<file path="src/rtl/irq_pkg.sv">
// Shared definitions for the interrupt controller: FSM encoding, register
// map and STATUS field positions.
`timescale 1ns/1ps
package irq_pkg;

  typedef enum logic [1:0] {
    ST_IDLE    = 2'd0,
    ST_ASSERT  = 2'd1,
    ST_SERVICE = 2'd2
  } irq_state_e;

  localparam logic [1:0] REG_MASK = 2'd0;
  localparam logic [1:0] REG_EDGE = 2'd1;
  localparam logic [1:0] REG_PEND = 2'd2;
  localparam logic [1:0] REG_STAT = 2'd3;

  localparam int STAT_BUSY_BIT  = 31;
  localparam int STAT_STATE_LSB = 8;

endpackage

</file>
<file path="src/rtl/irq_prio_enc.sv">
// Fixed-priority encoder: the lowest set index wins.
`timescale 1ns/1ps
module irq_prio_enc #(
  parameter int N_SRC = 8,
  parameter int IDW   = 3
) (
  input  logic [N_SRC-1:0] req,
  output logic             any,
  output logic [IDW-1:0]   idx
);

  // Scan from the top down so the lowest requesting index is the last written.
  always_comb begin
    any = |req;
    idx = '0;
    for (int i = N_SRC - 1; i >= 0; i--) begin
      if (req[i]) idx = IDW'(i);
    end
  end

endmodule

</file>
<file path="src/rtl/irq_ctrl.sv">
// Interrupt controller: synchronises N_SRC external lines, tracks pending
// requests (edge or level per source), selects the lowest-index eligible
// source and runs a single-level request/service handshake with CP0.
//
// Handshake: ir_out is high exactly while the FSM is in ASSERT. An ir_ack
// pulse is honoured only in ASSERT and moves the FSM to SERVICE (clearing the
// edge-pending bit of irq_id); an eret pulse is honoured only in SERVICE and
// returns it to IDLE. Pulses arriving in any other state are dropped.
// STATUS (address 3) exposes the FSM state for software and debug.
`timescale 1ns/1ps
module irq_ctrl
  import irq_pkg::*;
#(
  parameter int N_SRC = 8,
  parameter int IDW   = 3
) (
  input  logic             clk,
  input  logic             rst,
  input  logic [N_SRC-1:0] irq_src,
  output logic             ir_out,
  output logic [IDW-1:0]   irq_id,
  input  logic             ir_ack,
  input  logic             eret,
  input  logic             reg_wen,
  input  logic             reg_ren,
  input  logic [1:0]       reg_addr,
  input  logic [31:0]      reg_din,
  output logic [31:0]      reg_dout
);

  logic [N_SRC-1:0] sync1_q, sync2_q, sync2_dly_q;
  logic [N_SRC-1:0] mask_q, mask_d;
  logic [N_SRC-1:0] edge_q, edge_d;
  logic [N_SRC-1:0] pend_q, pend_d;
  irq_state_e       state_q, state_d;
  logic [IDW-1:0]   irq_id_q, irq_id_d;
  logic             ir_out_q, ir_out_d;
  logic [31:0]      reg_dout_q, reg_dout_d;

  logic [N_SRC-1:0] eligible;
  logic [N_SRC-1:0] rise;
  logic [N_SRC-1:0] w1c;
  logic [N_SRC-1:0] ack_clr;
  logic             cur_eligible;
  logic             win_any;
  logic [IDW-1:0]   win_idx;
  logic [31:0]      rd_val;
  logic             unused_din;

  assign unused_din = ^reg_din;

  assign eligible = pend_q & mask_q;

  irq_prio_enc #(.N_SRC(N_SRC), .IDW(IDW)) u_prio (
    .req (eligible),
    .any (win_any),
    .idx (win_idx)
  );

  // Pending update: edge bits set on rise (set beats clear), level bits track the line.
  always_comb begin
    rise         = sync2_q & ~sync2_dly_q;
    w1c          = (reg_wen && reg_addr == REG_PEND) ? reg_din[N_SRC-1:0] : '0;
    ack_clr      = '0;
    cur_eligible = 1'b0;
    for (int i = 0; i < N_SRC; i++) begin
      if (IDW'(i) == irq_id_q) begin
        ack_clr[i]   = (state_q == ST_ASSERT) && ir_ack;
        cur_eligible = eligible[i];
      end
    end
    pend_d = (edge_q & ((pend_q & ~(w1c | ack_clr)) | rise)) | (~edge_q & sync2_q);
  end

  // Request/service FSM; the id is latched on entry to ASSERT and frozen after.
  always_comb begin
    state_d  = state_q;
    irq_id_d = irq_id_q;
    unique case (state_q)
      ST_IDLE: begin
        if (win_any) begin
          state_d  = ST_ASSERT;
          irq_id_d = win_idx;
        end
      end
      ST_ASSERT: begin
        if (ir_ack)             state_d = ST_SERVICE;
        else if (!cur_eligible) state_d = ST_IDLE;
      end
      ST_SERVICE: begin
        if (eret) state_d = ST_IDLE;
      end
      default: state_d = ST_IDLE;
    endcase
    ir_out_d = (state_d == ST_ASSERT);
  end

  // Register writes and registered read port (reads see pre-write values).
  always_comb begin
    mask_d = mask_q;
    edge_d = edge_q;
    if (reg_wen && reg_addr == REG_MASK) mask_d = reg_din[N_SRC-1:0];
    if (reg_wen && reg_addr == REG_EDGE) edge_d = reg_din[N_SRC-1:0];
    rd_val = '0;
    unique case (reg_addr)
      REG_MASK: rd_val = 32'(mask_q);
      REG_EDGE: rd_val = 32'(edge_q);
      REG_PEND: rd_val = 32'(pend_q);
      default: begin
        rd_val[STAT_BUSY_BIT]          = (state_q != ST_IDLE);
        rd_val[STAT_STATE_LSB +: 2]    = state_q;
        rd_val[IDW-1:0]                = irq_id_q;
      end
    endcase
    reg_dout_d = reg_ren ? rd_val : reg_dout_q;
  end

  // State registers, including the two-stage synchroniser and its edge tap.
  always_ff @(posedge clk or posedge rst) begin
    if (rst) begin
      sync1_q     <= '0;
      sync2_q     <= '0;
      sync2_dly_q <= '0;
      mask_q      <= '0;
      edge_q      <= '0;
      pend_q      <= '0;
      state_q     <= ST_IDLE;
      irq_id_q    <= '0;
      ir_out_q    <= 1'b0;
      reg_dout_q  <= '0;
    end else begin
      sync1_q     <= irq_src;
      sync2_q     <= sync1_q;
      sync2_dly_q <= sync2_q;
      mask_q      <= mask_d;
      edge_q      <= edge_d;
      pend_q      <= pend_d;
      state_q     <= state_d;
      irq_id_q    <= irq_id_d;
      ir_out_q    <= ir_out_d;
      reg_dout_q  <= reg_dout_d;
    end
  end

  assign ir_out   = ir_out_q;
  assign irq_id   = irq_id_q;
  assign reg_dout = reg_dout_q;

endmodule
</file>
<file path="config.mk">
export PLATFORM = sky130hd
export DESIGN_NAME = irq_ctrl
export DESIGN_NICKNAME = d
export VERILOG_FILES = /design/src/rtl/irq_pkg.sv /design/src/rtl/irq_prio_enc.sv /design/src/rtl/irq_ctrl.sv
export SDC_FILE = /design/constraint.sdc
export NUM_CORES = 1
export LEC_CHECK = 0
export CORE_MARGIN = 2
export CORE_UTILIZATION = 50
export DETAILED_ROUTE_END_ITERATION = 16
export PLACE_DENSITY_LB_ADDON = 0.3
export SLEW_MARGIN = 40
export SYNTH_ARGS = -nofsm -noshare
export SYNTH_HDL_FRONTEND = slang
export SYNTH_SLANG_ARGS = --single-unit
</file>
<file path="constraint.sdc">
create_clock -name clk -period 3.2 [get_ports clk]
set_clock_uncertainty 0.2 [all_clocks]
set_input_delay 0.48 -clock clk [delete_from_list [all_inputs] [get_ports clk]]
set_output_delay 0.48 -clock clk [all_outputs]
set_load 0.005 [all_outputs]
</file>
==> metrics.txt <==
first-pass GRT wire length 8610 µm; root buf cell clkbuf_8; insertion delay to the later sink of the worst-skew pair 0.34 ns; Post-CTS Resized 0; commonest non-fill, non-tap cells in the layout dfrtp_1, clkdlybuf4s50_1, nand2_1, conb_1, mux2_2; Area growth syn-to-layout 21.2%; die area 6270 µm²; critical-path cell list clkdlybuf4s50_1 -> and2b_1 -> and2_1 -> a21oi_1 -> a22o_1; Overall Global Routing Usage 18.5%; vias per cell 5.29; drc violations 0; synth warn 0; Port-buffer cells 38; H-Tree Depth 3; Clock Pin Slew Worst Setup and Hold Paths 0.06 ns; Vias 1889; Slew @ Worst Pin 0.641 ns; flops & latches, synth 65; initial antenna violation count 0; total CTS buffers 9; share of layout cells above drive strength 1 15.4%; Tcrit/Tclk final 70.4%; RSZ-0062 raised after global routing false; Mapped Cells 236; Max FO, Critical Path 8; post-synth cell types 36; vias in the first global route 1742; Die Height 79.2 µm; hpwl dp 3710 µm; Worst slew margin 57.2%; wire per inst 14.9 µm; fin nets 328; CP peak stage delay 0.70 ns; commonest non-fill, non-tap cell in the layout dfrtp_1; pwr dens 706 nW/µm²; setup TNS 0 ns; total core area 5470 µm²; clock tree buffer depth 2; sequential share of the synthesized area 57.6%; Leakage 1.53 nW; WP buf/inv 1; die extent in x 79.2 µm; synthesized area 2830 µm²; Post-CTS Setup Repair Bufs 0; CP delay by family, top simple AND/OR/NAND/NOR gates; critical path class input pin to register; post-layout util 62.6%; Crit. End Element register; Placer Congestion 0.929; clock sinks 65; Arr. time, crit path 2.27 ns; Fin. Hold Viols 0; Syn Area/Cell 12.0 µm²; CTS tree yes; Diodes inserted 0; crit start category input pin; Initial DRC Count 119; Final Max Tran Viols 0; Antenna Violating Nets Remaining 0; row count 27; total of max-cap violations 0; HP Class register to register; DRT Pass-1 Iters 4; Overflow after GRT 0; pin count of the biggest net entering global routing 37; boundary pin count 84; Initial Util 51.6%; Max Fclk 444 MHz; min cycle time layout 2.25 ns; outcome complete, no violations; Final setup viols 0; VDD IR max 0.000285 V; hold buffer count at CTS 0; CP Data Required Time 3.22 ns; Crit-path slowest cell clkdlybuf4s50_1; Detailed Route WL 5330 µm
-- worst paths after layout --
path / from / to / slack [ns] / depth (start not counted)
min in group asynchronous: rst / mask_q[1] / 0.35 / 2
setup reg to reg: irq_id[0] / ir_out / 1.34 / 3
hold reg to reg: sync1_q[3] / sync2_q[3] / 0.15 / 0
max in group asynchronous: rst / sync2_q[7] / 1.84 / 3
hold / removal: sync1_q[3] / sync2_q[3] / 0.15 / 0
setup / recovery: reg_addr[1] / pend_q[6] / 0.95 / 5
-- layout make-up --
type | instances | area [µm²]
Timing Repair Buffer | 41 | 415
Inverter | 6 | 22.5
Tap cell | 72 | 90.1
Clock inverter | 2 | 35.0
Sequential cell | 65 | 1630
Fill cell | 460 | 2050
Multi-Input combinational cell | 157 | 1060
Clock buffer | 14 | 173
-- logic make-up after synthesis --
kind of cell / after synthesis / synth area share, %
DFF: 65 / 57.6
muxes: 28 / 12.5
AOI/OAI and AO/OA: 50 / 12.8
other: 1 / 0.133
buffers and inverters: 34 / 7.48
and+or+nand+nor: 58 / 9.52
-- per-layer routing --
metal	wire [µm]	up-vias	global-route usage (%)	share of wire, %
met2	2540	89	27.5	48
met1	2370	910	25.3	45
met4	49	0	8.79	0.92
met3	372	4	5.00	7.0
li1	-	886	-	-
met5	0	-	0	0
-- cells in the mapped netlist --
cell | count | area share, %
dfrtp_1 | 65 | 58
nand2_1 | 26 | 3.5
buf_4 | 21 | 5.6
mux2_2 | 19 | 7.6
nor2_1 | 16 | 2.1
a21oi_1 | 14 | 2.5
a21o_1 | 7 | 1.9
a221oi_1 | 6 | 1.9
a22o_1 | 6 | 1.9
inv_1 | 6 | 0.80
o21ai_0 | 6 | 1.1
mux2i_1 | 5 | 1.8
nand3_1 | 5 | 0.89
buf_2 | 4 | 0.71
mux4_2 | 4 | 3.2
clkbuf_1 | 3 | 0.40
nand3b_1 | 2 | 0.53
nand4_1 | 2 | 0.44
o41ai_1 | 2 | 0.62
a211oi_1 | 1 | 0.27
a21boi_0 | 1 | 0.27
a222oi_1 | 1 | 0.35
a22oi_1 | 1 | 0.27
a32o_1 | 1 | 0.35
a41o_1 | 1 | 0.35
and2_1 | 1 | 0.22
and2_4 | 1 | 0.31
and2b_1 | 1 | 0.27
conb_1 | 1 | 0.13
nand2b_1 | 1 | 0.22
nor2b_1 | 1 | 0.22
nor3_1 | 1 | 0.18
nor3b_4 | 1 | 0.66
o2111ai_1 | 1 | 0.31
o31ai_1 | 1 | 0.27
o41ai_2 | 1 | 0.58
-- report_power, final --
group          switching [W]  internal (W)  total, W  leakage, nW
clock network       0.000288      0.000423  0.000711        0.107
registers           0.000168      0.000962   0.00113        0.770
logic               0.000249      0.000328  0.000577        0.649
-- sequential cells by signal, indices dropped and copies added (netlist names) --
name         count
reg_dout        11
edge_q           8
mask_q           8
pend_q           8
sync1_q          8
sync2_dly_q      8
sync2_q          8
irq_id           3
state_q          2
ir_out           1
-- per-stage QoR --
stage	total power [W]	worst slack (ns)	cell area [µm²]	hold slack, ns	cells
after floorplan	0.00148	0.894	2900	0.131	256
after global placement	0.00170	0.593	3220	0.133	341
after detailed placement	0.00172	0.558	3220	0.136	341
after CTS	0.00244	0.917	3420	0.152	357
after global routing	0.00256	0.901	3420	0.163	357
final	0.00242	0.948	3420	0.148	357
Note: power is estimated with default switching activity, not from simulation.
